==> config.mk <==
export PLATFORM = sky130hd
export DESIGN_NAME = capture_fifo_sequencer_flat
export DESIGN_NICKNAME = d
export VERILOG_FILES = /design/src/rtl/capture_fifo_sequencer_pkg.sv /design/src/rtl/capture_fifo_sequencer_if.sv /design/src/rtl/capture_fifo_sequencer_byte_packer.sv /design/src/rtl/capture_fifo_sequencer.sv /design/src/flat_wrapper.sv
export SDC_FILE = /design/constraint.sdc
export NUM_CORES = 1
export LEC_CHECK = 0
export BUFFER_PORTS_ARGS = -buffer_cell sky130_fd_sc_hd__buf_2
export CAP_MARGIN = 20
export CORE_UTILIZATION = 52
export CTS_BUF_LIST = sky130_fd_sc_hd__clkbuf_4 sky130_fd_sc_hd__clkbuf_8 sky130_fd_sc_hd__clkbuf_16
export DETAILED_ROUTE_END_ITERATION = 8
export PLACE_DENSITY = 0.86
export SLEW_MARGIN = 25
export SYNTH_ARGS = -nofsm -noshare
export SYNTH_HDL_FRONTEND = slang
export SYNTH_SLANG_ARGS = --single-unit
==> constraint.sdc <==
create_clock -name clk1 -period 3.18 [get_ports clk1]
set_input_delay 0.159 -clock clk1 [delete_from_list [all_inputs] [get_ports clk1]]
set_output_delay 0.159 -clock clk1 [all_outputs]
set_load 0.05 [all_outputs]
==> src/rtl/capture_fifo_sequencer_pkg.sv <==
`default_nettype none
// ============================================================================
// Module   : capture_fifo_sequencer_pkg
// Brief    : Shared state encoding, tags, FIFO geometry and word builders
//            for the capture FIFO sequencer.
// Revision : 1.0 - initial release
// ============================================================================
package capture_fifo_sequencer_pkg;

    localparam int          c_fifo_depth = 10;
    localparam int          c_cnt_w      = 4;
    localparam logic [7:0]  c_hdr_tag    = 8'hA5;
    localparam logic [7:0]  c_trl_tag    = 8'h5A;

    // Field offsets inside header/trailer words
    localparam int          c_tag_lsb    = 24;
    localparam int          c_id_lsb     = 16;
    localparam int          c_cnt_lsb    = 0;

    typedef enum logic [2:0] {
        ST_IDLE    = 3'd0,
        ST_ARMED   = 3'd1,
        ST_HEADER  = 3'd2,
        ST_PACK    = 3'd3,
        ST_FLUSH   = 3'd4,
        ST_TRAILER = 3'd5
    } state_t;

    function automatic logic [31:0] make_header(input logic [7:0] tag, input logic [7:0] id);
        logic [31:0] w_word;
        w_word = '0;
        w_word[c_tag_lsb +: 8] = tag;
        w_word[c_id_lsb  +: 8] = id;
        return w_word;
    endfunction

    function automatic logic [31:0] make_trailer(input logic [7:0] tag, input logic [15:0] cnt);
        logic [31:0] w_word;
        w_word = '0;
        w_word[c_tag_lsb +: 8]  = tag;
        w_word[c_cnt_lsb +: 16] = cnt;
        return w_word;
    endfunction

endpackage
`default_nettype wire

==> src/rtl/capture_fifo_sequencer_if.sv <==
`default_nettype none
// ============================================================================
// Module   : capture_fifo_sequencer_if
// Brief    : Pixel stream, FIFO write side and control/status bundle.
//            master = stimulus/software side, slave = sequencer.
// Revision : 1.0 - initial release
// ============================================================================
interface capture_fifo_sequencer_if #(
    parameter int CNT_W = 4
);
    logic             arm;
    logic             abort;
    logic [7:0]       pix_data;
    logic             pix_valid;
    logic             pix_sof;
    logic             pix_eof;
    logic             fifo_rd;
    logic             fifo_wr;
    logic [31:0]      fifo_data;
    logic [CNT_W-1:0] fifo_level;
    logic             busy;
    logic             done;
    logic             overflow;
    logic [7:0]       frame_id;

    modport master (
        output arm, abort, pix_data, pix_valid, pix_sof, pix_eof, fifo_rd,
        input  fifo_wr, fifo_data, fifo_level, busy, done, overflow, frame_id
    );

    modport slave (
        input  arm, abort, pix_data, pix_valid, pix_sof, pix_eof, fifo_rd,
        output fifo_wr, fifo_data, fifo_level, busy, done, overflow, frame_id
    );
endinterface
`default_nettype wire

==> src/rtl/capture_fifo_sequencer_byte_packer.sv <==
`default_nettype none
// ============================================================================
// Module   : capture_fifo_sequencer_byte_packer
// Brief    : Little-endian byte-to-word packer: lane index plus accumulator.
//            o_last_lane says the next pushed byte completes o_word.
// Revision : 1.0 - initial release
// ============================================================================
module capture_fifo_sequencer_byte_packer (
    input  wire logic        clk,
    input  wire logic        rst,
    input  wire logic        i_clr,
    input  wire logic        i_start,
    input  wire logic        i_push,
    input  wire logic [7:0]  i_byte,
    output logic             o_last_lane,
    output logic [31:0]      o_word,
    output logic [31:0]      o_partial
);
    logic [1:0]  r_idx;
    logic [31:0] r_acc;

    assign o_last_lane = (r_idx == 2'd3);
    assign o_word      = {i_byte, r_acc[23:0]};
    assign o_partial   = r_acc;

    // Lane index and accumulator; a completed word empties the accumulator so
    // a later flush sees unused lanes as zero.
    always_ff @(posedge clk or posedge rst) begin
        if (rst) begin
            r_idx <= 2'd0;
            r_acc <= '0;
        end else if (i_clr) begin
            r_idx <= 2'd0;
            r_acc <= '0;
        end else if (i_start) begin
            r_idx <= 2'd1;
            r_acc <= {24'h000000, i_byte};
        end else if (i_push) begin
            if (r_idx == 2'd3) begin
                r_idx <= 2'd0;
                r_acc <= '0;
            end else begin
                r_acc[{r_idx, 3'b000} +: 8] <= i_byte;
                r_idx <= r_idx + 2'd1;
            end
        end
    end
endmodule
`default_nettype wire

==> src/rtl/capture_fifo_sequencer.sv <==
`default_nettype none
// ============================================================================
// Module   : capture_fifo_sequencer
// Brief    : Frames an ADV byte stream into header/data/trailer words for a
//            flagless capture FIFO, tracking its occupancy locally.
// Revision : 1.0 - initial release
// ============================================================================
module capture_fifo_sequencer
    import capture_fifo_sequencer_pkg::*;
#(
    parameter int         FIFO_DEPTH = c_fifo_depth,
    parameter int         CNT_W      = c_cnt_w,
    parameter logic [7:0] HDR_TAG    = c_hdr_tag,
    parameter logic [7:0] TRL_TAG    = c_trl_tag
) (
    input  wire logic                 clk1,
    input  wire logic                 rst,
    capture_fifo_sequencer_if.slave   bus
);
    localparam logic [CNT_W-1:0] c_depth = CNT_W'(FIFO_DEPTH);

    state_t           r_state, w_state_nxt;
    logic             r_fifo_wr, r_done, r_overflow, r_pend_eof;
    logic [31:0]      r_fifo_data;
    logic [CNT_W-1:0] r_level;
    logic [15:0]      r_dropped;
    logic [7:0]       r_frame_id;

    logic             w_wr, w_done, w_drop_inc, w_ovf_set, w_arm_acc, w_id_inc;
    logic             w_pend_set, w_pk_clr, w_pk_start, w_pk_push;
    logic [31:0]      w_wdata;
    logic             w_pk_last;
    logic [31:0]      w_pk_word, w_pk_partial;
    logic             w_rd_eff, w_room;

    assign w_rd_eff = bus.fifo_rd && (r_level != '0);
    // A write fits if there is a free cell or a read frees one this cycle
    assign w_room   = (r_level < c_depth) || bus.fifo_rd;

    capture_fifo_sequencer_byte_packer u_packer (
        .clk         (clk1),
        .rst         (rst),
        .i_clr       (w_pk_clr),
        .i_start     (w_pk_start),
        .i_push      (w_pk_push),
        .i_byte      (bus.pix_data),
        .o_last_lane (w_pk_last),
        .o_word      (w_pk_word),
        .o_partial   (w_pk_partial)
    );

    // Next-state, write decision and drop accounting; abort overrides all.
    always_comb begin
        w_state_nxt = r_state;
        w_wr        = 1'b0;
        w_wdata     = r_fifo_data;
        w_done      = 1'b0;
        w_drop_inc  = 1'b0;
        w_ovf_set   = 1'b0;
        w_arm_acc   = 1'b0;
        w_id_inc    = 1'b0;
        w_pend_set  = 1'b0;
        w_pk_clr    = 1'b0;
        w_pk_start  = 1'b0;
        w_pk_push   = 1'b0;
        if (bus.abort && (r_state != ST_IDLE)) begin
            w_state_nxt = ST_IDLE;
            w_pk_clr    = 1'b1;
        end else begin
            case (r_state)
                ST_IDLE: begin
                    if (bus.arm) begin
                        w_state_nxt = ST_ARMED;
                        w_arm_acc   = 1'b1;
                        w_pk_clr    = 1'b1;
                    end
                end
                ST_ARMED: begin
                    if (bus.pix_valid && bus.pix_sof) begin
                        w_state_nxt = ST_HEADER;
                        w_pk_start  = 1'b1;
                        w_pend_set  = bus.pix_eof;
                    end
                end
                ST_HEADER: begin
                    if (w_room) begin
                        w_wr    = 1'b1;
                        w_wdata = make_header(HDR_TAG, r_frame_id);
                        if (bus.pix_valid && !r_pend_eof) begin
                            w_pk_push   = 1'b1;
                            w_state_nxt = bus.pix_eof ? ST_FLUSH : ST_PACK;
                        end else begin
                            w_state_nxt = r_pend_eof ? ST_FLUSH : ST_PACK;
                        end
                    end else if (bus.pix_valid) begin
                        w_drop_inc = 1'b1;
                        w_pend_set = bus.pix_eof;
                    end
                end
                ST_PACK: begin
                    if (bus.pix_valid) begin
                        if (bus.pix_sof) begin
                            // Restart: partial word is lost and counted once
                            w_pk_start = 1'b1;
                            w_drop_inc = 1'b1;
                            if (bus.pix_eof) w_state_nxt = ST_FLUSH;
                        end else begin
                            w_pk_push = 1'b1;
                            if (w_pk_last) begin
                                if (w_room) begin
                                    w_wr    = 1'b1;
                                    w_wdata = w_pk_word;
                                end else begin
                                    w_drop_inc = 1'b1;
                                    w_ovf_set  = 1'b1;
                                end
                                if (bus.pix_eof) w_state_nxt = ST_TRAILER;
                            end else if (bus.pix_eof) begin
                                w_state_nxt = ST_FLUSH;
                            end
                        end
                    end
                end
                ST_FLUSH: begin
                    if (w_room) begin
                        w_wr    = 1'b1;
                        w_wdata = w_pk_partial;
                    end else begin
                        w_drop_inc = 1'b1;
                        w_ovf_set  = 1'b1;
                    end
                    w_pk_clr    = 1'b1;
                    w_state_nxt = ST_TRAILER;
                end
                ST_TRAILER: begin
                    if (w_room) begin
                        w_wr        = 1'b1;
                        w_wdata     = make_trailer(TRL_TAG, r_dropped);
                        w_done      = 1'b1;
                        w_id_inc    = 1'b1;
                        w_state_nxt = ST_IDLE;
                    end else if (bus.pix_valid) begin
                        w_drop_inc = 1'b1;
                    end
                end
                default: w_state_nxt = ST_IDLE;
            endcase
        end
    end

    // State register and registered write port / status outputs.
    always_ff @(posedge clk1 or posedge rst) begin
        if (rst) begin
            r_state     <= ST_IDLE;
            r_fifo_wr   <= 1'b0;
            r_fifo_data <= '0;
            r_done      <= 1'b0;
            r_frame_id  <= '0;
            r_pend_eof  <= 1'b0;
        end else begin
            r_state   <= w_state_nxt;
            r_fifo_wr <= w_wr;
            r_done    <= w_done;
            if (w_wr) r_fifo_data <= w_wdata;
            if (w_id_inc) r_frame_id <= r_frame_id + 8'd1;
            if (w_arm_acc) r_pend_eof <= 1'b0;
            else if (w_pend_set) r_pend_eof <= 1'b1;
        end
    end

    // Occupancy counter and per-frame drop/overflow status.
    always_ff @(posedge clk1 or posedge rst) begin
        if (rst) begin
            r_level    <= '0;
            r_dropped  <= '0;
            r_overflow <= 1'b0;
        end else begin
            if (w_wr && !w_rd_eff) r_level <= r_level + 1'b1;
            else if (!w_wr && w_rd_eff) r_level <= r_level - 1'b1;
            if (w_arm_acc) begin
                r_dropped  <= '0;
                r_overflow <= 1'b0;
            end else begin
                if (w_drop_inc && (r_dropped != 16'hFFFF)) r_dropped <= r_dropped + 16'd1;
                if (w_ovf_set) r_overflow <= 1'b1;
            end
        end
    end

    assign bus.fifo_wr    = r_fifo_wr;
    assign bus.fifo_data  = r_fifo_data;
    assign bus.fifo_level = r_level;
    assign bus.busy       = (r_state != ST_IDLE);
    assign bus.done       = r_done;
    assign bus.overflow   = r_overflow;
    assign bus.frame_id   = r_frame_id;
endmodule
`default_nettype wire

==> src/flat_wrapper.sv <==
// flat-port wrapper written by rule: the top's interface ports become plain ports
module capture_fifo_sequencer_flat import capture_fifo_sequencer_pkg::*;
#(
    parameter int         FIFO_DEPTH = c_fifo_depth,
    parameter int         CNT_W      = c_cnt_w,
    parameter logic [7:0] HDR_TAG    = c_hdr_tag,
    parameter logic [7:0] TRL_TAG    = c_trl_tag
)
  (clk1, rst, bus_arm, bus_abort, bus_pix_data, bus_pix_valid, bus_pix_sof, bus_pix_eof, bus_fifo_rd, bus_fifo_wr, bus_fifo_data, bus_fifo_level, bus_busy, bus_done, bus_overflow, bus_frame_id);
  capture_fifo_sequencer_if #(.CNT_W(CNT_W)) bus_i ();
  input  wire logic clk1;
  input  wire logic rst;
  input wire logic [$bits(bus_i.arm)-1:0] bus_arm;
  input wire logic [$bits(bus_i.abort)-1:0] bus_abort;
  input wire logic [$bits(bus_i.pix_data)-1:0] bus_pix_data;
  input wire logic [$bits(bus_i.pix_valid)-1:0] bus_pix_valid;
  input wire logic [$bits(bus_i.pix_sof)-1:0] bus_pix_sof;
  input wire logic [$bits(bus_i.pix_eof)-1:0] bus_pix_eof;
  input wire logic [$bits(bus_i.fifo_rd)-1:0] bus_fifo_rd;
  output wire logic [$bits(bus_i.fifo_wr)-1:0] bus_fifo_wr;
  output wire logic [$bits(bus_i.fifo_data)-1:0] bus_fifo_data;
  output wire logic [$bits(bus_i.fifo_level)-1:0] bus_fifo_level;
  output wire logic [$bits(bus_i.busy)-1:0] bus_busy;
  output wire logic [$bits(bus_i.done)-1:0] bus_done;
  output wire logic [$bits(bus_i.overflow)-1:0] bus_overflow;
  output wire logic [$bits(bus_i.frame_id)-1:0] bus_frame_id;
  assign bus_i.arm = bus_arm;
  assign bus_i.abort = bus_abort;
  assign bus_i.pix_data = bus_pix_data;
  assign bus_i.pix_valid = bus_pix_valid;
  assign bus_i.pix_sof = bus_pix_sof;
  assign bus_i.pix_eof = bus_pix_eof;
  assign bus_i.fifo_rd = bus_fifo_rd;
  assign bus_fifo_wr = bus_i.fifo_wr;
  assign bus_fifo_data = bus_i.fifo_data;
  assign bus_fifo_level = bus_i.fifo_level;
  assign bus_busy = bus_i.busy;
  assign bus_done = bus_i.done;
  assign bus_overflow = bus_i.overflow;
  assign bus_frame_id = bus_i.frame_id;
  capture_fifo_sequencer #(.FIFO_DEPTH(FIFO_DEPTH), .CNT_W(CNT_W), .HDR_TAG(HDR_TAG), .TRL_TAG(TRL_TAG)) u_core (.clk1(clk1), .rst(rst), .bus(bus_i));
endmodule
[Word level (Yosys, flattened, before mapping)]
Index checks and enable logic that the tools add are counted.
Operators by class
  $add $sub $neg: 6
  magnitude comparators: 1
  eq/ne operators: 20
  shift operators: 2
  muxes and demuxes: 80
  bitwise gates (word level): 1
  reduce and logical (&&, ||, !) cells: 24
Operators by type and width (number)
  2-to-1 mux 32 bit: 11
  one-hot mux 32 bit (4 select lines): 1
  2-to-1 mux 3 bit: 13
  2-to-1 mux 1 bit: 38
  bitwise mux 32 bit: 1
  2-to-1 mux 16 bit: 2
  variable shift 8 x 7 -> 32 bit (first input constant): 1
  indexed part select 8 x 7 -> 32 bit: 1
  one-hot mux 3 bit (6 select lines): 1
  adder 16 x 1 -> 16 bit (second input constant): 1
  != test 16 bit (second input constant): 1
  one-hot mux 1 bit (2 select lines): 6
  AND reduction 10 bit: 1
  != test 3 x 1 -> 1 bit (second input constant): 3
  adder 8 x 1 -> 8 bit (second input constant): 1
  2-to-1 mux 2 bit: 4
  2-to-1 mux 4 bit: 2
  != test 2 x 1 -> 1 bit (second input constant): 4
  nonzero test 2 bit: 4
  nonzero test 4 bit: 2
  logical AND 1 bit: 7
  negation 5 -> 7 bit: 1
  equality test 3 x 2 -> 1 bit (second input constant): 2
  equality test 3 bit (second input constant): 2
  18 further kinds: 24
Storage, ports and cells
  register bits: 101
  input port bits: 16
  logic and storage cells: 145

[Logic depth before layout (Yosys ltp)]
  depth after elaboration: 12
  mapped depth: 15
  mapped depth without buffers: 13

[Hierarchy]
Synthesis repeated with hierarchy kept, for this count alone.
Unflattened totals
  cell total of the unflattened synthesis: 625
  area, all modules: 5735.5 um2
Modules (own cells, without submodules)
  capture_fifo_sequencer: instances 1, cells each 451, area each 3936.3 um2, sequential area each 1676.6 um2
  capture_fifo_sequencer_byte_packer: instances 1, cells each 174, area each 1799.2 um2, sequential area each 850.8 um2

[Worst setup path after synthesis]
OpenSTA, ideal clock, no wires.
  path type: register -> register
  start: register u_core.r_level[3] (netlist: u_core.bus.fifo_level[3])
  end: register u_core.r_level[3] (netlist: u_core.bus.fifo_level[3])
  arrival: 3.004 ns
  data required time: 3.035 ns
  setup slack: 0.031 ns
  cell stages (with the launch flop): 14
  cell sequence: dfrtp_1 > or2b_1 > o221ai_1 > clkbuf_1 > clkbuf_1 > inv_1 > ha_1 > inv_1 > ha_1 > a21o_1 > a21oi_1 > xnor2_1 > nor2_1 > xor2_1
On the way
  cells in the longest elaborated chain, start to end: 11
Ends and longest elaborated chain
  start: declaration: line capture_fifo_sequencer.sv:25  | logic [CNT_W-1:0] r_level;
  start signal: assignment: line capture_fifo_sequencer.sv:178  | if (w_wr && !w_rd_eff) r_level <= r_level + 1'b1;
  start signal: assignment: line capture_fifo_sequencer.sv:179  | else if (!w_wr && w_rd_eff) r_level <= r_level - 1'b1;
  < comparator 4 bit *: line capture_fifo_sequencer.sv:38  | assign w_room = (r_level < c_depth) || bus.fifo_rd;
  logical OR 1 bit *: line capture_fifo_sequencer.sv:38
  2-to-1 mux 1 bit *
  2-to-1 mux 1 bit: line capture_fifo_sequencer.sv:109  | if (w_pk_last) begin
  2-to-1 mux 1 bit: line capture_fifo_sequencer.sv:102  | if (bus.pix_sof) begin
  2-to-1 mux 1 bit: line capture_fifo_sequencer.sv:101  | if (bus.pix_valid) begin
  one-hot mux 1 bit (2 select lines) *: line capture_fifo_sequencer.sv:70  | case (r_state)
  2-to-1 mux 1 bit *: line capture_fifo_sequencer.sv:66  | if (bus.abort && (r_state != ST_IDLE)) begin
  via u_core.w_wr: line capture_fifo_sequencer.sv:29  | logic w_wr, w_done, w_drop_inc, w_ovf_set, w_arm_acc, w_id_inc;
  zero test 1 bit: line capture_fifo_sequencer.sv:179
  logical AND 1 bit: line capture_fifo_sequencer.sv:179
  nonzero test 2 bit (no line)
The timed path passes the listed nets; every way through them passes the cells marked *. The select of a mux whose other input is x is not followed.
A chain may end at the register's enable or synchronous reset.

[Worst setup path in the final report]
  start: register u_core.u_packer.r_idx[0]
  end: register u_core.r_level[3] (netlist: u_core.bus.fifo_level[3])
On the way
  cells in the longest elaborated chain, start to end: 9
Ends and longest elaborated chain
  start: declaration: line capture_fifo_sequencer_byte_packer.sv:19  | logic [1:0] r_idx;
  start signal: assignment: line capture_fifo_sequencer_byte_packer.sv:44  | r_idx <= r_idx + 2'd1;
  equality test 2 bit *: line capture_fifo_sequencer_byte_packer.sv:22  | assign o_last_lane = (r_idx == 2'd3);
  2-to-1 mux 1 bit *: line capture_fifo_sequencer.sv:109
  2-to-1 mux 1 bit *: line capture_fifo_sequencer.sv:102
  2-to-1 mux 1 bit *: line capture_fifo_sequencer.sv:101
  one-hot mux 1 bit (2 select lines) *: line capture_fifo_sequencer.sv:70
  2-to-1 mux 1 bit *: line capture_fifo_sequencer.sv:66
  via u_core.w_wr: line capture_fifo_sequencer.sv:29
  zero test 1 bit: line capture_fifo_sequencer.sv:179
  logical AND 1 bit: line capture_fifo_sequencer.sv:179
  nonzero test 2 bit (no line)
The timed path passes the listed nets; every way through them passes the cells marked *.

==> metrics.yaml <==
detailed_routing:
  routedWlPerCell_um: 17.9
  vias_per_cell: 6.08
  drt_pass1_iterations: 5
  drc: 0
  vias: 4289
  first_iter_violations: 325
  antenna_left: 0
  wl_mm: 12.7
sta:
  fmax_mhz: 356
  rsz0062_at_grt: "no"
  timing.final.crit_share: 0.883
  slew_viol_final: 0
  period_needed_ns: 2.81
  slew_headroom: 0.372
  hold_slack_ns: 0.0671
  finalSetupViolCount: 0
  finalSetupTns_ns: 0
  finalHoldViolations: 0
  worst_slew_pin_slew_ns: 0.942
  skew_ns: 0.0188
synthesis:
  synth_most_common_cell: "dfrtp_1"
  synth_area_leaders: "dfrtp_1, nand2_1, a22o_1"
  syn-num-nets: 540
  syn_area_per_cell_sq_um: 10.0
  synth_edf_count: 0
  yosys_warnings: 0
  yosys.area.top_type: "dfrtp_1"
  async_flop_share: 1.00
  synth-seq-cells: 101
  synth_top_area_frac: 0.493
  seq_area_frac_synth: 0.493
  synth_commonest_cells: "dfrtp_1, nand2_1, o21ai_0"
  synthFlopType: "dfrtp_1"
  synth_cell_types: 61
  syn_area_sq_mm: 0.00513
  syn_inst: 512
floorplan:
  start_util: 0.544
  fp.dieH_um: 101
  pin_count: 64
  die_width_um: 101
  die_area_sq_mm: 0.0103
  fp.coreArea_sq_mm: 0.00942
  num_rows: 35
power:
  ir_worst_vdd_mv: 0.437
  p_leak_nw: 2.67
  p_per_area_mw_per_mm2: 788
  power_w: 0.00455
finish:
  register_area_sq_mm: 0.00253
  multi_input_area_sq_mm: 0.00242
  drive_above_1_share: 0.198
  antenna_cells: 0
  final_nets: 599
  syn_to_final_growth_pct: 12.6
  fin_cells: 705
  num-fill-cells: 758
clock_tree:
  clkSinkCount: 101
  cts_buffers: 9
  clkTransAtPathRegs_ns: 0.11
  cts_setup_buffers: 0
  cts_root_buf: "clkbuf_8"
  clock_latency_ns: 0.39
  clock_path_buffers: 2
  cts_tree: "built"
  htreeDepth: 3
outcome:
  status: "finished clean"
min_path:
  min-delay-start: "bus_pix_data[2]"
  min_path_type: "primary input to register"
worst_setup_path:
  crit_required_ns: 3.45
  worstSetupStartpointType: "register"
  path_max_fanout: 9
  path_class: "register to register"
  end_kind: "register"
  crit-reg2reg-launch: "u_core.u_packer.r_idx[0]"
  critical_path.startpoint: "u_core.u_packer.r_idx[0]"
  arrival_ns: 3.07
grt:
  grt_pass1_vias: 4058
  grt_start_max_net_pins: 65
  globalRoute.totalOverflow: 0
  antenna_found_initial: 0
  gr-usage-all-layers: 0.264
  grt_pass1_wl_mm: 20.6
place:
  numPortBuffers: 63
  hpwl_mm: 8.90
  place.gp.congestion: 0.949
  placedCellCount: 688
flow_run:
  maxCapViolCount: 0
## logic make-up (layout without fill, tap and decap cells)
family,Yosys count,in the layout,share of synthesized area
flip-flops,101,101,0.493
adder cells (fa/ha/maj),12,12,0.0308
AND/OR/NAND/NOR,171,171,0.171
XOR/XNOR,11,11,0.0188
buffers and inverters,44,108,0.0373
multiplexers,16,16,0.0317
AO/OA/AOI/OAI,157,157,0.218
## worst paths after layout
check | slack (ns) | endpoint | cells after the start
min in group asynchronous | 0.45 | u_core.bus.fifo_level[0] | 3
hold reg to reg | 0.49 | u_core.bus.fifo_data[2] | 2
hold / removal | 0.07 | u_core.u_packer.o_partial[2] | 3
setup reg to reg | 0.37 | u_core.bus.fifo_level[3] | 13
max in group asynchronous | 1.93 | u_core.r_dropped[2] | 4
setup / recovery | 0.37 | u_core.bus.fifo_level[3] | 13
## critical path, cell delays in order, from the launching register on
cell	delay [ns]
dfrtp_1	0.46
ha_1	0.33
nand3b_1	0.14
a21oi_1	0.27
o221ai_4	0.13
inv_1	0.11
ha_1	0.19
inv_1	0.10
ha_1	0.29
a21o_1	0.18
a21oi_1	0.16
xnor2_1	0.14
nor2_1	0.06
xor2_1	0.14
## what timing repair did
item / CTS / global route
hold endpoints to repair: 57 / 0
hold buffers: 1 / 0
resized for setup: 0 / 0
## per-layer routing
layer / global-route usage / up-vias / share of wire / wire, um
met1: 0.350 / 2083 / 0.41 / 5170
met2: 0.422 / 191 / 0.50 / 6280
li1: - / 1982 / - / -
met3: 0.0455 / 33 / 0.064 / 816
met5: 0 / - / 0 / 0
met4: 0.128 / 0 / 0.031 / 386
## cell usage in the layout (no fill, tap or decap), types with 3 or more instances in the layout
cell type	count
xor2_1	4
nor4_1	5
clkbuf_8	10
o31ai_1	11
ha_1	11
dfrtp_1	101
nand2b_1	9
buf_2	63
inv_1	19
xnor2_1	7
nor3_1	4
nand4_1	6
nor2b_1	4
nand2_1	65
and3_1	4
inv_8	3
a21o_1	3
mux2i_1	14
a22o_1	24
nand3_1	15
or3_1	4
or4_1	5
a21oi_2	5
o211ai_1	4
or2_2	6
o21ai_0	40
a22oi_1	24
nor2_1	32
buf_4	8
a21oi_1	24
a211oi_1	3
## cell type report
| type | instances | share of cell area |
|---|---|---|
| clock buffer | 10 | 0.0238 |
| clock inverter | 6 | 0.0102 |
| inverter | 20 | 0.0134 |
| multi-input combinational | 367 | 0.420 |
| sequential | 101 | 0.438 |
| tap | 129 | 0.0280 |
| timing repair buffer | 72 | 0.0668 |
## power by group
group | switching, W | internal (W) | total, W
sequential | 0.000178 | 0.00153 | 0.00170
combinational | 0.00150 | 0.000517 | 0.00201
clock | 0.000504 | 0.000328 | 0.000833
## per-stage QoR
| stage | cell area [sq um] | util | setup WS (ns) |
|---|---|---|---|
| after CTS | 5770 | 0.613 | 0.370 |
| after global placement | 5570 | 0.591 | 0.508 |
| final | 5770 | 0.613 | 0.373 |
| after floorplan | 5130 | - | 0.0309 |
| after detailed placement | 5570 | 0.591 | 0.398 |
| after global routing | 5770 | 0.613 | 0.181 |
## flip-flops by register name, indices dropped and copies added, names as in the netlist
name                       cells
u_core.r_state                 3
u_core.u_packer.o_partial     32
u_core.u_packer.r_idx          2
u_core.bus.done                1
u_core.bus.fifo_level          4
u_core.r_pend_eof              1
u_core.bus.fifo_data          32
u_core.bus.fifo_wr             1
u_core.bus.overflow            1
u_core.r_dropped              16
u_core.bus.frame_id            8
Note: power is estimated with default switching activity, not from simulation.
